## config.mk

```make
export PLATFORM = sky130hd
export DESIGN_NAME = adder_tree_int_pipe_flat
export DESIGN_NICKNAME = d
export VERILOG_FILES = /design/src/rtl/adder_tree_int_pipe_if.sv /design/src/rtl/adder_tree_int_pipe.sv /design/src/flat_wrapper.sv
export SDC_FILE = /design/constraint.sdc
export NUM_CORES = 1
export LEC_CHECK = 0
export CAP_MARGIN = 20
export CELL_PAD_IN_SITES_DETAIL_PLACEMENT = 2
export CELL_PAD_IN_SITES_GLOBAL_PLACEMENT = 2
export CORE_MARGIN = 4
export CORE_UTILIZATION = 25
export DETAILED_ROUTE_END_ITERATION = 6
export PLACE_DENSITY_LB_ADDON = 0.25
export SETUP_SLACK_MARGIN = 0.5
export SYNTH_ARGS = -nofsm -noshare
export SYNTH_HDL_FRONTEND = slang
export SYNTH_SLANG_ARGS = --single-unit
```

## constraint.sdc

```tcl
create_clock -name clk -period 4.41 [get_ports clk]
set_clock_uncertainty 0.1 [all_clocks]
set_input_delay 0.882 -clock clk [delete_from_list [all_inputs] [get_ports clk]]
set_output_delay 0.882 -clock clk [all_outputs]
set_load 0.02 [all_outputs]
```

## src/rtl/adder_tree_int_pipe_if.sv

```systemverilog
// Beat-in / result-out handshake bundle for adder_tree_int_pipe.
// DW_OUT must match the width the block derives for its result.
interface adder_tree_int_pipe_if #(
    parameter int unsigned NUM_IN  = 8,
    parameter int unsigned DW_DATA = 16,
    parameter int unsigned DW_OUT  = 19
);
    logic                            in_valid;
    logic                            in_ready;
    logic [NUM_IN*DW_DATA-1:0]       in_data;
    logic                            in_last;
    logic                            out_valid;
    logic                            out_ready;
    logic signed [DW_OUT-1:0]        out_data;
    logic                            out_last;
    logic                            busy;

    modport master (
        output in_valid, in_data, in_last, out_ready,
        input  in_ready, out_valid, out_data, out_last, busy
    );

    modport slave (
        input  in_valid, in_data, in_last, out_ready,
        output in_ready, out_valid, out_data, out_last, busy
    );
endinterface

```

## src/rtl/adder_tree_int_pipe.sv

```systemverilog
// Pipelined signed adder tree, one register per tree level, global stall enable.
// Define ADDER_TREE_ACC_EN to add a group accumulator stage after the tree.
module adder_tree_int_pipe #(
    parameter int unsigned NUM_IN  = 8,
    parameter int unsigned DW_DATA = 16,
    parameter int unsigned DW_ACC  = 8
) (
    input  logic                 clk,
    input  logic                 rst,
    adder_tree_int_pipe_if.slave bus
);
    localparam int unsigned LVL    = $clog2(NUM_IN);
    localparam int unsigned DW_SUM = DW_DATA + LVL;
`ifdef ADDER_TREE_ACC_EN
    localparam int unsigned DW_OUT = DW_SUM + DW_ACC;
`else
    localparam int unsigned DW_OUT = DW_SUM;
`endif

    if (NUM_IN < 2 || NUM_IN > 64 || (NUM_IN & (NUM_IN - 1)) != 0) begin : g_bad_num_in
        $error("adder_tree_int_pipe: NUM_IN must be a power of two in 2..64");
    end
    if (DW_DATA < 2 || DW_DATA + LVL + DW_ACC > 64) begin : g_bad_width
        $error("adder_tree_int_pipe: DW_DATA/DW_ACC out of range");
    end

    logic           en;
    logic           accept;
    logic [LVL-1:0] vld_q;
    logic [LVL-1:0] lst_q;

    assign en          = !bus.out_valid || bus.out_ready;
    assign accept      = bus.in_valid && en;
    assign bus.in_ready = en;

    // Valid/last side-band travels with the partial sums, bubble on no accept
    always_ff @(posedge clk or posedge rst) begin
        if (rst) begin
            vld_q <= '0;
            lst_q <= '0;
        end else if (en) begin
            vld_q <= (vld_q << 1) | LVL'(accept);
            lst_q <= (lst_q << 1) | LVL'(accept && bus.in_last);
        end
    end

    // Level k holds NUM_IN>>k partial sums, each one bit wider than level k-1
    for (genvar k = 0; k <= LVL; k++) begin : g_lvl
        localparam int unsigned N = NUM_IN >> k;
        localparam int unsigned W = DW_DATA + k;
        logic signed [W-1:0] sum [N];

        if (k == 0) begin : g_in
            for (genvar i = 0; i < N; i++) begin : g_lane
                assign sum[i] = bus.in_data[DW_DATA*i +: DW_DATA];
            end
        end else begin : g_add
            for (genvar i = 0; i < N; i++) begin : g_node
                always_ff @(posedge clk or posedge rst) begin
                    if (rst) begin
                        sum[i] <= '0;
                    end else if (en) begin
                        sum[i] <= W'(g_lvl[k-1].sum[2*i]) + W'(g_lvl[k-1].sum[2*i+1]);
                    end
                end
            end
        end
    end

`ifdef ADDER_TREE_ACC_EN
    logic                     open_q;
    logic                     out_valid_q;
    logic                     out_last_q;
    logic signed [DW_OUT-1:0] acc_q;
    logic signed [DW_OUT-1:0] out_data_q;
    logic signed [DW_OUT-1:0] sum_ext_c;
    logic signed [DW_OUT-1:0] base_c;
    logic signed [DW_OUT-1:0] total_c;

    // A closed group restarts from zero so its first beat loads the sum
    assign sum_ext_c = DW_OUT'(g_lvl[LVL].sum[0]);
    assign base_c    = open_q ? acc_q : '0;
    assign total_c   = base_c + sum_ext_c;

    always_ff @(posedge clk or posedge rst) begin
        if (rst) begin
            open_q      <= 1'b0;
            out_valid_q <= 1'b0;
            out_last_q  <= 1'b0;
            acc_q       <= '0;
            out_data_q  <= '0;
        end else if (en) begin
            out_valid_q <= vld_q[LVL-1] && lst_q[LVL-1];
            if (vld_q[LVL-1]) begin
                if (lst_q[LVL-1]) begin
                    out_data_q <= total_c;
                    out_last_q <= 1'b1;
                    acc_q      <= '0;
                    open_q     <= 1'b0;
                end else begin
                    acc_q  <= total_c;
                    open_q <= 1'b1;
                end
            end
        end
    end

    assign bus.out_valid = out_valid_q;
    assign bus.out_last  = out_last_q;
    assign bus.out_data  = out_data_q;
    assign bus.busy      = (|vld_q) || out_valid_q || open_q;
`else
    assign bus.out_valid = vld_q[LVL-1];
    assign bus.out_last  = lst_q[LVL-1];
    assign bus.out_data  = DW_OUT'(g_lvl[LVL].sum[0]);
    assign bus.busy      = |vld_q;
`endif

endmodule

```

## src/flat_wrapper.sv

```systemverilog
// flat-port wrapper written by rule: the top's interface ports become plain ports
module adder_tree_int_pipe_flat 
#(
    parameter int unsigned NUM_IN  = 8,
    parameter int unsigned DW_DATA = 16,
    parameter int unsigned DW_ACC  = 8
)
  (clk, rst, bus_in_valid, bus_in_data, bus_in_last, bus_out_ready, bus_in_ready, bus_out_valid, bus_out_data, bus_out_last, bus_busy);
  adder_tree_int_pipe_if #(.NUM_IN(NUM_IN), .DW_DATA(DW_DATA)) bus_i ();
  input  logic clk;
  input  logic rst;
  input wire logic [$bits(bus_i.in_valid)-1:0] bus_in_valid;
  input wire logic [$bits(bus_i.in_data)-1:0] bus_in_data;
  input wire logic [$bits(bus_i.in_last)-1:0] bus_in_last;
  input wire logic [$bits(bus_i.out_ready)-1:0] bus_out_ready;
  output wire logic [$bits(bus_i.in_ready)-1:0] bus_in_ready;
  output wire logic [$bits(bus_i.out_valid)-1:0] bus_out_valid;
  output wire logic [$bits(bus_i.out_data)-1:0] bus_out_data;
  output wire logic [$bits(bus_i.out_last)-1:0] bus_out_last;
  output wire logic [$bits(bus_i.busy)-1:0] bus_busy;
  assign bus_i.in_valid = bus_in_valid;
  assign bus_i.in_data = bus_in_data;
  assign bus_i.in_last = bus_in_last;
  assign bus_i.out_ready = bus_out_ready;
  assign bus_in_ready = bus_i.in_ready;
  assign bus_out_valid = bus_i.out_valid;
  assign bus_out_data = bus_i.out_data;
  assign bus_out_last = bus_i.out_last;
  assign bus_busy = bus_i.busy;
  adder_tree_int_pipe #(.NUM_IN(NUM_IN), .DW_DATA(DW_DATA), .DW_ACC(DW_ACC)) u_core (.clk(clk), .rst(rst), .bus(bus_i));
endmodule
```

==> metrics <==
Post-CTS Resized 0; met1 Track Usage GR 19.5%; total wire length 30.7 mm; Static Leak 0.00546 uW; RSZ-0062 raised after global routing no; TritonCTS sink count 129; routed vias 8975; Post-CTS Repair Setup Buffers 0; first-pass GRT wire length 51.4 mm; Reg power frac 25.0%; Worst Path Arrival 3600 ps; Area growth syn-to-layout 27.5%; via/cell ratio 4.93; most used routing layer met2; HP Class flip-flop to flip-flop; max cap viols 0; Distinct cells, synth 75; leading area contributor after synthesis dfrtp_1; Clock Tree Root clkbuf_16; Power Internal 4480 uW; Yosys Warn Count 0; register area share after synthesis 32.4%; M2 GR Usage 24.0%; Worst Slack Setup Final 1040 ps; wire length per cell 16.9 um; Hold Crit Depth 2; synthesized area 9950 um^2; PD cells 635 nW/um^2; Net Switching 3570 uW; CTS tree done; largest net degree at the start of global routing 157; worst slack, placed 562 ps; Worst setup EP type flip-flop; crit path kind primary input to flip-flop; layout cell share with drive strength beyond 1 5.14%; VDD IR max 245 uV; Post-Syn Area per Cell 8.68 um^2; Overflow after GRT 0; depth of the worst register-to-register path 10; initial antenna violation count 0; DPL Wire Length 24.0 mm; Antenna Nets Post-Route 0; vias in the first global route 9930; Top-Level Pins 156; status complete, no violations; Total Routing Usage GR 14.2%; final setup vio count 0; CTS clk-pin slew, worst paths 70 ps; antenna cells 0; CP Max Fanout 4; top cells by area, synth dfrtp_1 (32%), ha_1 (15%), a21oi_1 (5.4%), nand2_1 (5.3%), xnor2_1 (3.7%); TritonRoute pass-1 iters 4; fin crit share 76.4%; Slew Limit Headroom 54.4%; Sw Share 44.4%; clk buf depth 2; FF+latch count, synth 129; Cells after Synth 1146; final hold slack 371 ps; CTS buffer count 17; die height 208 um; clock power share 17.1%; most common cell in the netlist nand2_1; Worst-Skew Late Latency 420 ps; FMAX 297 MHz; H-tree depth 4; core area 39000 um^2; synthesized net count 1402; Slew Limit Fails 0; post-synth top area share 32.4%; Post-synth EDFFs 0; Die Span X 208 um; Hold Buf Count CTS 0; num rows 72; Buffers on Ports 155; Final Hold Fails 0; Post-synth top flop dfrtp_1; Post-synth ARST share 100%; setup TNS 0 ps; CP required 4640 ps; Nets 1547; initial DRC count 204; die footprint 43100 um^2; min cycle time layout 3370 ps; CP startpoint kind primary input; M3 GR Usage 2.31%; most frequent cells after synthesis nand2_1 (140), dfrtp_1 (129), ha_1 (116), a21oi_1 (108), nor2_1 (92); final core occ 32.5%; routability cong. 0.778; post-route DRC violation count 0; Initial Util 25.5%; Worst Tran Pin Value 684 ps; Gate power share 57.9%
-- metrics by stage --
stage / std cells / total power [uW] / area [um^2]
3_5_place_dp: 1790 / 6770 / 12100
3_3_place_gp: 1790 / 6620 / 12100
6_report: 1822 / 8050 / 12700
2_1_floorplan: 1146 / 5330 / 9960
5_1_grt: 1822 / 8880 / 12700
4_1_cts: 1822 / 8230 / 12700
-- kinds of logic (layout without fill, tap and decap cells) --
family          Yosys count  in the layout  share of synthesized area (%)
buf+inv                  78            236                           2.97
fa+ha+maj               123            123                           16.0
compound gates          396            396                           26.0
xor+xnor                 71             71                           6.25
simple gates            343            343                           15.8
flops                   129            129                           32.4
mux                       6              6                          0.603
-- area by class of cell --
type / count / area, um^2
timing repair buffer: 160 / 1640
sequential: 129 / 3230
inverter: 44 / 171
clock buffer: 19 / 433
clock inverter: 13 / 131
fill: 4352 / 26300
tap: 518 / 648
multi-input combinational: 939 / 6440
-- worst max-delay path, cell delays in order --
cell and delay (ps):
clkdlybuf4s50_1 410, ha_1 230, fa_1 410, a21o_1 220, a21oi_1 340, o21ai_1 180, a311oi_2 450, a21oi_1 150
xnor2_1 150, a21oi_1 180
-- final timing paths --
kind | from | endpoint | slack, ps
setup / recovery | bus_in_data[32] | u_core.g_lvl[1].sum[46] | 1040
hold / removal | u_core.lst_q[2] | u_core.lst_q[2] | 370
setup reg to reg | u_core.g_lvl[1].sum[0] | u_core.g_lvl[2].sum[14] | 1630
hold reg to reg | u_core.lst_q[2] | u_core.lst_q[2] | 370
max in group asynchronous | rst | u_core.bus.out_data[2] | 2650
min in group asynchronous | rst | u_core.bus.out_data[17] | 800
-- registers in the layout, indices dropped and copies added (netlist names) --
name / cells
u_core.g_lvl.sum: 104
u_core.bus.out_data: 19
u_core.lst_q: 3
u_core.vld_q: 3
-- layer usage --
metal	vias up	part of all wire (%)	wire length, um
met5	-	0	0
met4	0	0.80	247
met3	16	2.2	666
met2	73	48	14800
met1	4453	49	15100
li1	4433	-	-
-- cell usage in the layout (no fill, tap or decap), types with 8 or more instances in the layout --
cell / count
and3_1: 8
nor3_1: 19
o211ai_1: 9
ha_1: 116
o21bai_1: 9
xor2_1: 29
nand3_1: 18
nor2_1: 92
a21oi_1: 108
nor3b_1: 10
nand2b_1: 11
o21ai_1: 35
o31ai_1: 11
clkdlybuf4s50_1: 155
a21o_1: 44
inv_1: 42
xnor2_1: 42
o21ai_0: 73
nand2_1: 140
a211oi_1: 21
a31oi_1: 11
clkbuf_16: 17
o21a_1: 22
dfrtp_1: 129
-- power by group through the flow --
stage / Clock, uW / Sequential, uW / Combinational, uW
after floorplan: 0 / 2050 / 3280
after global placement: 0 / 2050 / 4570
after detailed placement: 0 / 2060 / 4710
after CTS: 1430 / 2040 / 4770
after global routing: 1500 / 2090 / 5290
final: 1380 / 2010 / 4660
Note: power is estimated with default switching activity, not from simulation.
